File: src/rtl/msg_stream_arbiter_pkg.sv
// msg_pkg: arbiter state encoding and default datapath widths for the message stream.
package msg_pkg;
    typedef enum logic [1:0] {IDLE, BUSY, DRAIN} arb_state_t;
    function automatic int data_w(input int bytes);
        return 8 * bytes;
    endfunction
    localparam int DEF_DATA_BYTES = 8;
    localparam int DEF_DATA_W = data_w(DEF_DATA_BYTES);
    localparam int DEF_KEEP_W = DEF_DATA_BYTES;
endpackage

File: src/rtl/msg_stream_arbiter_rr_pick.sv
// rr_pick: combinational rotating-priority picker, first requester at or after ptr.
module rr_pick
    import msg_pkg::*;
#(
    parameter int N = 4,
    localparam int SW = $clog2(N)
) (
    input  logic [N-1:0]  req,
    input  logic [SW-1:0] ptr,
    output logic [SW-1:0] gnt_idx,
    output logic          gnt_any
);
    logic [SW:0] k;
    // Walk offsets from far to near so the nearest requester overwrites last.
    always_comb begin
        gnt_idx = '0;
        k = '0;
        for (int i = N - 1; i >= 0; i--) begin
            k = {1'b0, ptr} + (SW + 1)'(i);
            k = k >= (SW + 1)'(N) ? k - (SW + 1)'(N) : k;
            if (req[k[SW-1:0]]) gnt_idx = k[SW-1:0];
        end
    end
    assign gnt_any = |req;
endmodule

File: src/rtl/msg_stream_arbiter.sv
// msg_stream_arbiter: packet-locked round-robin AXI-Stream arbiter for the message datapath.
// Optional runaway-packet guard enabled by defining MSG_ARB_BEAT_LIMIT_EN.
module msg_stream_arbiter
    import msg_pkg::*;
#(
    parameter int NUM_SRC = 4,
    parameter int DATA_BYTES = DEF_DATA_BYTES,
    parameter int TKEEP_WIDTH = DEF_KEEP_W,
    parameter int MAX_BEATS = 4,
    localparam int SW = $clog2(NUM_SRC),
    localparam int DW = data_w(DATA_BYTES)
) (
    input  logic                          clk,
    input  logic                          rst,
    input  logic [NUM_SRC-1:0]            s_tvalid,
    output logic [NUM_SRC-1:0]            s_tready,
    input  logic [NUM_SRC*DW-1:0]         s_tdata,
    input  logic [NUM_SRC*TKEEP_WIDTH-1:0] s_tkeep,
    input  logic [NUM_SRC-1:0]            s_tlast,
    input  logic [NUM_SRC-1:0]            s_tuser,
    output logic                          m_tvalid,
    input  logic                          m_tready,
    output logic [DW-1:0]                 m_tdata,
    output logic [TKEEP_WIDTH-1:0]        m_tkeep,
    output logic                          m_tlast,
    output logic                          m_tuser,
    output logic [SW-1:0]                 m_tid,
    output logic                          arb_busy,
    output logic                          trunc_pulse
);
    arb_state_t    state;
    logic [SW-1:0] grant, rr_ptr, pick_idx, next_ptr;
    logic          pick_any, busy_q, in_busy, sel_valid, sel_last, sel_user, xfer;

    rr_pick #(.N(NUM_SRC)) u_pick (
        .req(s_tvalid),
        .ptr(rr_ptr),
        .gnt_idx(pick_idx),
        .gnt_any(pick_any)
    );

    assign in_busy   = state == BUSY;
    assign sel_valid = s_tvalid[grant];
    assign sel_last  = s_tlast[grant];
    assign sel_user  = s_tuser[grant];
    assign m_tdata   = s_tdata[grant*DW +: DW];
    assign m_tkeep   = s_tkeep[grant*TKEEP_WIDTH +: TKEEP_WIDTH];
    assign m_tvalid  = in_busy & sel_valid;
    assign xfer      = m_tvalid & m_tready;
    assign m_tid     = grant;
    assign arb_busy  = busy_q;
    assign next_ptr  = grant == SW'(NUM_SRC - 1) ? '0 : grant + 1'b1;

    always_comb begin
        s_tready = '0;
        s_tready[grant] = in_busy ? m_tready : state == DRAIN;
    end

`ifdef MSG_ARB_BEAT_LIMIT_EN
    localparam int BW = $clog2(MAX_BEATS + 1);
    logic [BW-1:0] beat_cnt;
    logic          limit_hit;
    assign limit_hit   = in_busy && beat_cnt == BW'(MAX_BEATS - 1) && !sel_last;
    assign m_tlast     = in_busy & (sel_last | limit_hit);
    assign m_tuser     = in_busy & (sel_user | limit_hit);
    assign trunc_pulse = xfer & limit_hit;
    always_ff @(posedge clk or negedge rst) begin
        if (!rst) beat_cnt <= '0;
        else beat_cnt <= state == IDLE ? '0 :
                         (xfer && beat_cnt != BW'(MAX_BEATS)) ? beat_cnt + 1'b1 : beat_cnt;
    end
`else
    logic unused_max_beats;
    assign unused_max_beats = ^MAX_BEATS;
    assign m_tlast     = in_busy & sel_last;
    assign m_tuser     = in_busy & sel_user;
    assign trunc_pulse = 1'b0;
`endif

    always_ff @(posedge clk or negedge rst) begin
        if (!rst) begin
            state  <= IDLE;
            grant  <= '0;
            rr_ptr <= '0;
            busy_q <= 1'b0;
        end else begin
            case (state)
                IDLE: if (pick_any) begin
                    grant  <= pick_idx;
                    state  <= BUSY;
                    busy_q <= 1'b1;
                end
                BUSY: if (xfer && sel_last) begin
                    rr_ptr <= next_ptr;
                    state  <= IDLE;
                    busy_q <= 1'b0;
                end
`ifdef MSG_ARB_BEAT_LIMIT_EN
                else if (xfer && limit_hit) state <= DRAIN;
                // Swallow the rest of a truncated packet so it never reaches the message stage.
                DRAIN: if (sel_valid && sel_last) begin
                    rr_ptr <= next_ptr;
                    state  <= IDLE;
                    busy_q <= 1'b0;
                end
`endif
                default: state <= IDLE;
            endcase
        end
    end
endmodule

File: config.mk
export PLATFORM = sky130hd
export DESIGN_NAME = msg_stream_arbiter
export DESIGN_NICKNAME = d
export VERILOG_FILES = /design/src/rtl/msg_stream_arbiter_pkg.sv /design/src/rtl/msg_stream_arbiter_rr_pick.sv /design/src/rtl/msg_stream_arbiter.sv
export SDC_FILE = /design/constraint.sdc
export NUM_CORES = 1
export LEC_CHECK = 0
export ABC_AREA = 1
export CAP_MARGIN = 30
export CORE_AREA = 2 2 151 153
export DETAILED_ROUTE_END_ITERATION = 12
export DIE_AREA = 0 0 153 155
export PLACE_DENSITY_LB_ADDON = 0.08
export SLEW_MARGIN = 20
export SYNTH_ARGS = -nofsm -noshare
export SYNTH_HDL_FRONTEND = slang
export SYNTH_SLANG_ARGS = --single-unit
File: constraint.sdc
create_clock -name clk -period 2.1 [get_ports clk]
set_clock_uncertainty 0.15 [all_clocks]
set_input_delay 0.42 -clock clk [delete_from_list [all_inputs] [get_ports clk]]
set_output_delay 0.42 -clock clk [all_outputs]
set_load 0.05 [all_outputs]
==> impl_metrics.env <==
export IMPL_syn_inst=515
export IMPL_ant_nets=0
export IMPL_first_pass_iters=4
export IMPL_die_w_um=153
export IMPL_area_delta_synth_final_pct=277.2
export IMPL_htree_levels=1
export IMPL_grt_pass1_wl_mm=30.99
export IMPL_yosys_area_top_type_share_pct=22.74
export IMPL_seq_area_sq_um=130.1
export IMPL_grt_usage_pct=16.59
export IMPL_fillCellCount=2197
export IMPL_final_max_slew_viol_count=0
export IMPL_clock_sinks=5
export IMPL_setup_tns_ns=-6.184
export IMPL_ios=386
export IMPL_maxCapViolations=0
export IMPL_vias_per_cell=4.467
export IMPL_multi_input_area_sq_um=3613
export IMPL_crit_required_ns=1.53
export IMPL_hold_class="in -> async"
export IMPL_avgSynthCellArea_sq_um=5.000
export IMPL_setup_viol=76
export IMPL_rows=55
export IMPL_ys_seq_area_share_pct=4.859
export IMPL_setup_slack_ns=-0.1731
export IMPL_synth_top_cell_by_area="nor2_1"
export IMPL_status="complete, but fails checks"
export IMPL_cts_made_buffers=3
export IMPL_period_minus_slack_ns=2.273
export IMPL_wl_per_cell_um=18.87
export IMPL_cts_hold_buf=0
export IMPL_wirelength_mm=22.44
export IMPL_synthesis_nets=822
export IMPL_failed_checks="setup timing"
export IMPL_cp_slowest_cell="dfrtp_4"
export IMPL_rsz0062_at_grt="yes"
export IMPL_clockBufferDepth=2
export IMPL_min_period_over_period_pct=108.2
export IMPL_fmax_mhz=439.9
export IMPL_crit_chain="buf_6, buf_4, clkbuf_16, o21ai_1, o22ai_4, buf_12"
export IMPL_chipHeight_um=155
export IMPL_via_count=5311
export IMPL_core_area_sq_um=22230
export IMPL_die_area_sq_um=23720
export IMPL_ys_top_cells_by_area="nor2_1 23%, o22ai_1 17%, o21ai_0 15%"
export IMPL_yosysUniqueCellTypes=25
export IMPL_cts_clk_slew_worst_paths_ns=0.03
export IMPL_grt_remaining_overflow=0
export IMPL_drive_gt1_share_pct=35.29
export IMPL_root_buffer="clkbuf_16"
export IMPL_gp_congestion=0.7750
export IMPL_first_global_vias=5074
export IMPL_critPathKind="reg -> out"
export IMPL_antenna_found_initial=3
export IMPL_ys_ff_latch=5
export IMPL_hold_violations=0
export IMPL_ir_worst_vdd_uv=788.1
export IMPL_startpoint_type="register"
export IMPL_dpl_hpwl_mm=17.25
export IMPL_p_leak_uw=0.003524
export IMPL_p_per_area_nw_per_um2=1840
export IMPL_end_kind="output port"
export IMPL_yosysWarnings=0
export IMPL_cp_arrival_ns=1.70
export IMPL_clk_latency_ns=0.23
export IMPL_portBuffers=384
export IMPL_initialDrtViolationCount=219
export IMPL_critPathMaxStageDelay_ns=0.48
export IMPL_cts_tree="built"
export IMPL_drc=0
export IMPL_start_util_pct=11.58
export IMPL_grt_max_degree=47
export IMPL_holdWs_ns=0.2746
export IMPL_fin_nets=1209
export IMPL_syn_area_sq_um=2575
export IMPL_path_max_fanout=19
==> worst paths after layout <==
| kind | slack (ns) | depth (start not counted) | end | start |
|---|---|---|---|---|
| min in group clk | 0.40 | 2 | arb_busy | arb_busy |
| max in group asynchronous | 1.30 | 1 | m_tid[0] | rst |
| max reg2reg | 0.33 | 9 | arb_busy | m_tid[0] |
| min | 0.27 | 1 | arb_busy | rst |
| min reg2reg | 0.40 | 2 | arb_busy | arb_busy |
| max | -0.17 | 6 | m_tkeep[0] | m_tid[0] |
==> stage by stage <==
step                cell area, sq um  worst slack, ns  total power, uW  utilization, %  cells
global placement                8698          -0.1022            15950           39.13   1163
finish                          9712          -0.1731            17870           43.69   1189
detailed placement              8698          -0.1048            15940           39.13   1163
floorplan                       3659         -0.08774             9363               -    515
CTS                             9024          -0.1488            16820           40.60   1170
global route                    9712          -0.2347            18740           43.69   1189
==> cells in the mapped netlist, drive strengths merged <==
| library cell | n |
|---|---|
| nor2 | 156 |
| o21ai | 147 |
| o22ai | 72 |
| nand2 | 40 |
| buf | 26 |
| clkbuf | 25 |
| inv | 18 |
| nand3 | 10 |
| dfrtp | 5 |
| a21oi | 4 |
| ha | 4 |
| nand4 | 3 |
| o211ai | 2 |
| a31oi | 1 |
| a32oi | 1 |
| conb | 1 |
==> per-layer routing <==
| metal | GRT usage (%) | part of all wire [%] |
|---|---|---|
| met2 | 30.71 | 53 |
| met5 | 0 | 0 |
| met3 | 3.733 | 6.5 |
| met1 | 19.78 | 39 |
| met4 | 2.998 | 1.5 |
==> state kept, by name, indices dropped and copies added (netlist names) <==
name	flops
m_tid	2
arb_busy	1
rr_ptr	2
==> final cells by class <==
cell class	instances	area share [%]
Inverter	18	0.8503
Clock buffer	4	0.8116
Multi-Input combinational cell	441	37.21
Sequential cell	5	1.340
Antenna cell	3	0.07730
Tap cell	285	3.672
Timing Repair inverter	2	0.1804
Timing Repair Buffer	431	55.86
==> kinds of logic (layout without fill, tap and decap cells) <==
| family | after synthesis | after routing | synth area share (%) |
|---|---|---|---|
| adder cells (fa/ha/maj) | 4 | 4 | 1.944 |
| other | 1 | 4 | 0.1456 |
| AO/OA/AOI/OAI | 227 | 227 | 49.08 |
| buffers and inverters | 69 | 455 | 12.24 |
| flip-flops | 5 | 5 | 4.859 |
| AND/OR/NAND/NOR | 209 | 209 | 31.73 |
==> report_power, final <==
part / leakage, uW / total (uW) / switching [uW] / internal, uW
Sequential: 0.0000557 / 238 / 87.0 / 150
Clock: 0.0000382 / 310 / 59.1 / 251
Combinational: 0.00343 / 17300 / 9330 / 7990
Total: 0.00352 / 17900 / 9480 / 8390
==> cell usage in the layout, fill, tap and decap left out, types with 2 or more instances in the layout <==
master           instances
inv_2                    8
buf_8                    3
inv_1                    8
buf_4                   10
buf_6                   12
ha_4                     2
buf_16                   4
nor2_2                  35
nand4_1                  3
ha_1                     2
diode_2                  3
o22ai_4                 72
o21ai_4                 14
nand3_1                  9
inv_6                    2
dfrtp_1                  3
o21ai_1                101
nor2_4                  12
clkdlybuf4s50_1        302
nand2_1                 39
nor2_1                 109
buf_12                  93
a21oi_1                  2
o21ai_2                 31
clkbuf_16               10
==> repair_timing <==
| item | in CTS | in global routing |
|---|---|---|
| resized for setup | 120 | 115 |
| setup buffers | 2 | 5 |
| pin swaps | 1 | 13 |
| cloned | 1 | 11 |
| setup endpoints to repair | 79 | 79 |
==> critical path, delay by kind of cell (launching register included) <==
kind	cells	cell delay, ns
AOI/OAI and AO/OA	2	0.33
DFF	1	0.48
buffers and inverters	4	0.67
Power figures use the tool's default switching activity.
